**src/rtl/pcpi_pkg.sv**
```systemverilog
// Shared definitions for the PCPI custom-0 dispatcher: FSM states and
// instruction field positions.
package pcpi_pkg;

  typedef enum logic [1:0] {
    ST_IDLE,
    ST_BUSY,
    ST_RESP,
    ST_DRAIN
  } state_t;

  localparam logic [6:0] OPCODE_CUSTOM0 = 7'b0001011;

  localparam int OPCODE_LSB = 0;
  localparam int OPCODE_MSB = 6;
  localparam int FUNCT7_LSB = 25;
  localparam int FUNCT7_MSB = 31;

endpackage

```
**src/rtl/pcpi_match.sv**
```systemverilog
// Combinational claim decode: the opcode must match and funct7 must name an
// existing channel, with every funct7 bit above the channel index clear.
module pcpi_match
  import pcpi_pkg::*;
#(
  parameter int         N_CH   = 4,
  parameter logic [6:0] OPCODE = OPCODE_CUSTOM0,
  parameter int         CH_W   = 2
) (
  input  logic [6:0]      opcode,
  input  logic [6:0]      funct7,
  output logic            claim,
  output logic [CH_W-1:0] ch
);

  logic [6-CH_W:0] upper;

  assign ch    = funct7[CH_W-1:0];
  assign upper = funct7[6:CH_W];
  assign claim = (opcode == OPCODE) && (upper == '0) && (int'(ch) < N_CH);

endmodule

```
**src/rtl/pcpi_dispatch.sv**
```systemverilog
// PCPI front end that routes custom-0 instructions to one of N_CH accelerator
// channels, with a per-request timeout and sticky per-channel error flags.
module pcpi_dispatch
  import pcpi_pkg::*;
#(
  parameter int          N_CH      = 4,
  parameter logic [6:0]  OPCODE    = OPCODE_CUSTOM0,
  parameter int          TIMEOUT   = 64,
  parameter logic [31:0] ERR_VALUE = 32'hFFFF_FFFF
) (
  input  logic                 clk,
  input  logic                 reset,
  input  logic                 pcpi_valid,
  input  logic [31:0]          pcpi_insn,
  input  logic [31:0]          pcpi_rs1,
  input  logic [31:0]          pcpi_rs2,
  output logic                 pcpi_wr,
  output logic [31:0]          pcpi_rd,
  output logic                 pcpi_wait,
  output logic                 pcpi_ready,
  output logic [N_CH-1:0]      ch_valid,
  output logic [31:0]          ch_insn,
  output logic [31:0]          ch_rs1,
  output logic [31:0]          ch_rs2,
  output logic [N_CH-1:0]      ch_abort,
  input  logic [N_CH-1:0]      ch_ready,
  input  logic [N_CH-1:0]      ch_wr,
  input  logic [32*N_CH-1:0]   ch_rd,
  output logic [N_CH-1:0]      err_flags,
  input  logic [N_CH-1:0]      err_clear
);

  localparam int CH_W = (N_CH > 1) ? $clog2(N_CH) : 1;

  state_t          state, state_nx;
  logic [15:0]     cnt, cnt_nx;
  logic [CH_W-1:0] ch_sel, dec_ch;
  logic            claim, load;
  logic [N_CH-1:0] dec_onehot, sel_onehot;
  logic            sel_ready, sel_wr, timeout_hit;
  logic [31:0]     sel_rd;

  logic            wr_nx, wait_nx, ready_nx;
  logic [31:0]     rd_nx;
  logic [N_CH-1:0] valid_nx, abort_nx, err_set;

  pcpi_match #(
    .N_CH   (N_CH),
    .OPCODE (OPCODE),
    .CH_W   (CH_W)
  ) u_match (
    .opcode (pcpi_insn[OPCODE_MSB:OPCODE_LSB]),
    .funct7 (pcpi_insn[FUNCT7_MSB:FUNCT7_LSB]),
    .claim  (claim),
    .ch     (dec_ch)
  );

  always_comb begin
    for (int i = 0; i < N_CH; i++) begin
      dec_onehot[i] = (dec_ch == CH_W'(i));
      sel_onehot[i] = (ch_sel == CH_W'(i));
    end
  end

  assign sel_ready   = |(ch_ready & sel_onehot);
  assign sel_wr      = |(ch_wr & sel_onehot);
  assign sel_rd      = ch_rd[{ch_sel, 5'd0} +: 32];
  assign timeout_hit = (cnt == 16'(TIMEOUT - 1));

  // Outputs are computed for the state being entered so that every output
  // comes straight from a flop; a dropped valid takes priority over a result.
  always_comb begin
    state_nx = state;
    cnt_nx   = cnt;
    load     = 1'b0;
    wr_nx    = 1'b0;
    rd_nx    = '0;
    wait_nx  = 1'b0;
    ready_nx = 1'b0;
    valid_nx = '0;
    abort_nx = '0;
    err_set  = '0;
    case (state)
      ST_IDLE: begin
        if (pcpi_valid && claim) begin
          state_nx = ST_BUSY;
          cnt_nx   = '0;
          load     = 1'b1;
          wait_nx  = 1'b1;
          valid_nx = dec_onehot;
        end
      end
      ST_BUSY: begin
        if (!pcpi_valid) begin
          state_nx = ST_IDLE;
          abort_nx = sel_onehot;
        end else if (sel_ready) begin
          state_nx = ST_RESP;
          wait_nx  = 1'b1;
          ready_nx = 1'b1;
          wr_nx    = sel_wr;
          rd_nx    = sel_rd;
        end else if (timeout_hit) begin
          state_nx = ST_RESP;
          wait_nx  = 1'b1;
          ready_nx = 1'b1;
          wr_nx    = 1'b1;
          rd_nx    = ERR_VALUE;
          abort_nx = sel_onehot;
          err_set  = sel_onehot;
        end else begin
          cnt_nx   = cnt + 16'd1;
          wait_nx  = 1'b1;
          valid_nx = sel_onehot;
        end
      end
      ST_RESP:  state_nx = ST_DRAIN;
      ST_DRAIN: if (!pcpi_valid) state_nx = ST_IDLE;
      default:  state_nx = ST_IDLE;
    endcase
  end

  always_ff @(posedge clk) begin
    if (reset) begin
      state      <= ST_IDLE;
      cnt        <= '0;
      ch_sel     <= '0;
      ch_insn    <= '0;
      ch_rs1     <= '0;
      ch_rs2     <= '0;
      pcpi_wr    <= 1'b0;
      pcpi_rd    <= '0;
      pcpi_wait  <= 1'b0;
      pcpi_ready <= 1'b0;
      ch_valid   <= '0;
      ch_abort   <= '0;
      err_flags  <= '0;
    end else begin
      state      <= state_nx;
      cnt        <= cnt_nx;
      pcpi_wr    <= wr_nx;
      pcpi_rd    <= rd_nx;
      pcpi_wait  <= wait_nx;
      pcpi_ready <= ready_nx;
      ch_valid   <= valid_nx;
      ch_abort   <= abort_nx;
      err_flags  <= (err_flags & ~err_clear) | err_set;
      if (load) begin
        ch_sel  <= dec_ch;
        ch_insn <= pcpi_insn;
        ch_rs1  <= pcpi_rs1;
        ch_rs2  <= pcpi_rs2;
      end
    end
  end

endmodule
```
**config.mk**
```make
export PLATFORM = sky130hd
export DESIGN_NAME = pcpi_dispatch
export DESIGN_NICKNAME = d
export VERILOG_FILES = /design/src/rtl/pcpi_pkg.sv /design/src/rtl/pcpi_match.sv /design/src/rtl/pcpi_dispatch.sv
export SDC_FILE = /design/constraint.sdc
export NUM_CORES = 1
export LEC_CHECK = 0
export ABC_AREA = 1
export BUFFER_PORTS_ARGS = -buffer_cell sky130_fd_sc_hd__buf_4
export CORE_AREA = 2 2 149 151
export DETAILED_ROUTE_END_ITERATION = 8
export DIE_AREA = 0 0 151 153
export GPL_ROUTABILITY_DRIVEN = 0
export PLACE_DENSITY = 0.71
export SYNTH_ARGS = -nofsm -noshare
export SYNTH_HDL_FRONTEND = slang
export SYNTH_SLANG_ARGS = --single-unit
```
**constraint.sdc**
```tcl
create_clock -name clk -period 1.4 [get_ports clk]
set_input_delay 0.14 -clock clk [delete_from_list [all_inputs] [get_ports clk]]
set_output_delay 0.14 -clock clk [all_outputs]
set_load 0.02 [all_outputs]
```
==> reports/metrics.cfg <==
[finish]
areaGrowthSynthToFinish_pct=86.0
final_core_util_pct=56.2
design_area_um2=12100
layout.cells.non_filler=1658
fillers=1830
drive_gt1_share_pct=40.7
final_cell_mix=438 x buf_4, 211 x nor2_1, 154 x dfxtp_1
mostFrequentLayoutCell=buf_4
nets=1603

[sta]
period_needed_ns=1.50
slew_violations=0
period_share_pct=107
whs_ns=0.0296
rsz0062_at_grt=true
worst_slack_ns=-0.105
tightest_slew_ns=0.379
skew_ns=0.0147
hold_viol_final=0
slew_headroom_pct=74.7
fmax_mhz=665
finalSetupViolations=52
setup_tns_ns=-3.02

[route]
num_vias=8119
routed_wl_um=28000
antenna_left=0
viasPerCell=4.90
wl_per_cell_um=16.9
post-route-drc-count=0
drtIter0Drc=474
drt_pre_antenna_iters=5

[pwr]
vdd_drop_max_mv=0.896
p_per_area_nw_per_um2=840
power.total_mw=10.1
p_leak_nw=5.78

[min_path]
hold_path.class=primary input to flip-flop
hold_depth=3
min_to=pcpi_wr
min_from=ch_wr[0]

[logic_synthesis]
yosys_most_used_dff=dfxtp_1
yosysUniqueCellTypes=31
yosys_warnings=0
syn_area_um2=6490
synth_enable_flop_cells=0
synth_seq_area_share_pct=49.6
synthCells=846
ys_ff_latch=161
ys_async_sr_fraction_pct=0
synth_nets=1086
syn_avg_cell_area_um2=7.67

[critical_path]
crit_fanout=2
arrival_ns=1.85
path_class=flip-flop to flip-flop
rrSetupSlack_ns=-0.10
rr_startpoint=cnt[1]
r2r_end=cnt[8]
critPathRequiredTime_ns=1.74
r2r_cells=10
cp-end-kind=flip-flop
startpoint_type=flip-flop

[placed_design]
dp.cells=1522
dpl_cell_area_um2=10200
pre_cts_ws_ns=-0.175
port_buffers=381
dpl.hpwl_um=18000

[global_route]
grtUsageTotal_pct=22.7
grt_max_degree=70
grt_overflow=0
antenna_found_initial=2
grt_pass1_vias=8103
grt_pass1_wl_um=41400

[cts]
cts_root_buf=clkbuf_16
clk_pin_slew_ns=0.07
cts_tree=done
clkLatencyLatePin_ns=0.42
cts-htree-levels=4
cts_sinks=161
cts_inserted_buffers=17
clockBufferDepth=2

[status]
violations=setup timing
status=finished with violations

[floorplanning]
die_height_um=153
start_util_pct=30.2
dieArea_um2=23100
ioPinCount=382
floorplan.rows=54
fp.coreArea_um2=21500
die_width_um=151

[job]
cap_violations=0

## synthesized netlist by cell type, types with 2 or more instances
library cell	instances	area share [%]
a211oi_1	2	0.23
a21oi_1	22	1.7
a22oi_1	64	7.4
a31oi_1	33	3.2
buf_1	3	0.17
buf_2	10	0.77
buf_4	4	0.46
clkbuf_1	36	2.1
clkinv_1	4	0.23
dfxtp_1	161	50
inv_1	40	2.3
inv_2	3	0.17
nand2_1	88	5.1
nand2_2	3	0.29
nand3_1	32	2.5
nand4_1	13	1.3
nor2_1	225	13
nor2_4	2	0.35
nor3b_1	2	0.23
o21a_1	3	0.35
o21ai_0	83	6.4
xor2_1	4	0.54
## state kept, by name (all words and copies together), names as in the netlist, named ones only
register,flops
ch_insn,32
ch_rs1,32
ch_rs2,32
pcpi_rd,32
cnt,16
ch_abort,4
ch_valid,4
err_flags,4
pcpi_ready,1
pcpi_wait,1
pcpi_wr,1
state,1
## logic make-up (layout without fill, tap and decap cells)
kind of cell / after synthesis / in the layout / synth area share, %
XOR/XNOR: 4 / 4 / 0.540
AO/OA/AOI/OAI: 208 / 208 / 19.4
flip-flops: 161 / 161 / 49.6
buffers and inverters: 101 / 630 / 6.38
adder cells (fa/ha/maj): 1 / 1 / 0.193
other: 0 / 2 / 0
AND/OR/NAND/NOR: 371 / 372 / 23.9
## layer usage
metal | vias up | share of wire, % | track usage [%]
met2 | 436 | 49 | 38.7
met4 | 0 | 4.0 | 10.3
met1 | 3721 | 37 | 25.7
met5 | - | 0 | 0
li1 | 3885 | - | -
met3 | 77 | 9.9 | 6.99
## report_power, final
part	total [mW]	switching, mW	internal (mW)
logic	0.940	0.288	0.652
registers	4.57	0.000309	4.57
clock network	4.63	2.23	2.40
## critical path, cell delays in order, from the launching register on
cell and delay, ns:
dfxtp_2 0.36, ha_4 0.16, buf_6 0.11, nand2_4 0.05, nor2_4 0.11, buf_6 0.11
nand2_2 0.04, xor2_1 0.14, nor2_1 0.10, nand2_1 0.10, a21oi_2 0.15
## worst max path at each step
stage               cells past startpoint       to        start  slack [ns]
floorplan                               8  cnt[10]  ch_insn[26]        0.01
finish                                 10   cnt[8]       cnt[1]       -0.10
global placement                       11  cnt[14]       cnt[1]       -0.12
global route                           11  cnt[14]       cnt[1]       -0.18
detailed placement                     11  cnt[14]       cnt[1]       -0.17
CTS                                    10   cnt[8]       cnt[0]       -0.08
## timing repair
item                                    in CTS  in global routing
endpoints found under the setup margin      74                131
gates resized for setup                     34                 46
pin swaps                                   21                 17
setup buffers                                5                  6
hold endpoints to repair                    88                  0
cloned                                       1                  2
hold buffers                                88                  0
## final cells by class
class	count	area (µm²)	area share (%)
Multi-Input combinational cell	585	3120	25.8
Tap cell	280	350	2.90
Sequential cell	161	3240	26.8
Clock buffer	17	425	3.52
Timing Repair Buffer	551	4590	38.0
Clock inverter	15	159	1.32
Antenna cell	2	5.00	0.0414
Inverter	47	186	1.54
Power figures use the tool's default switching activity.
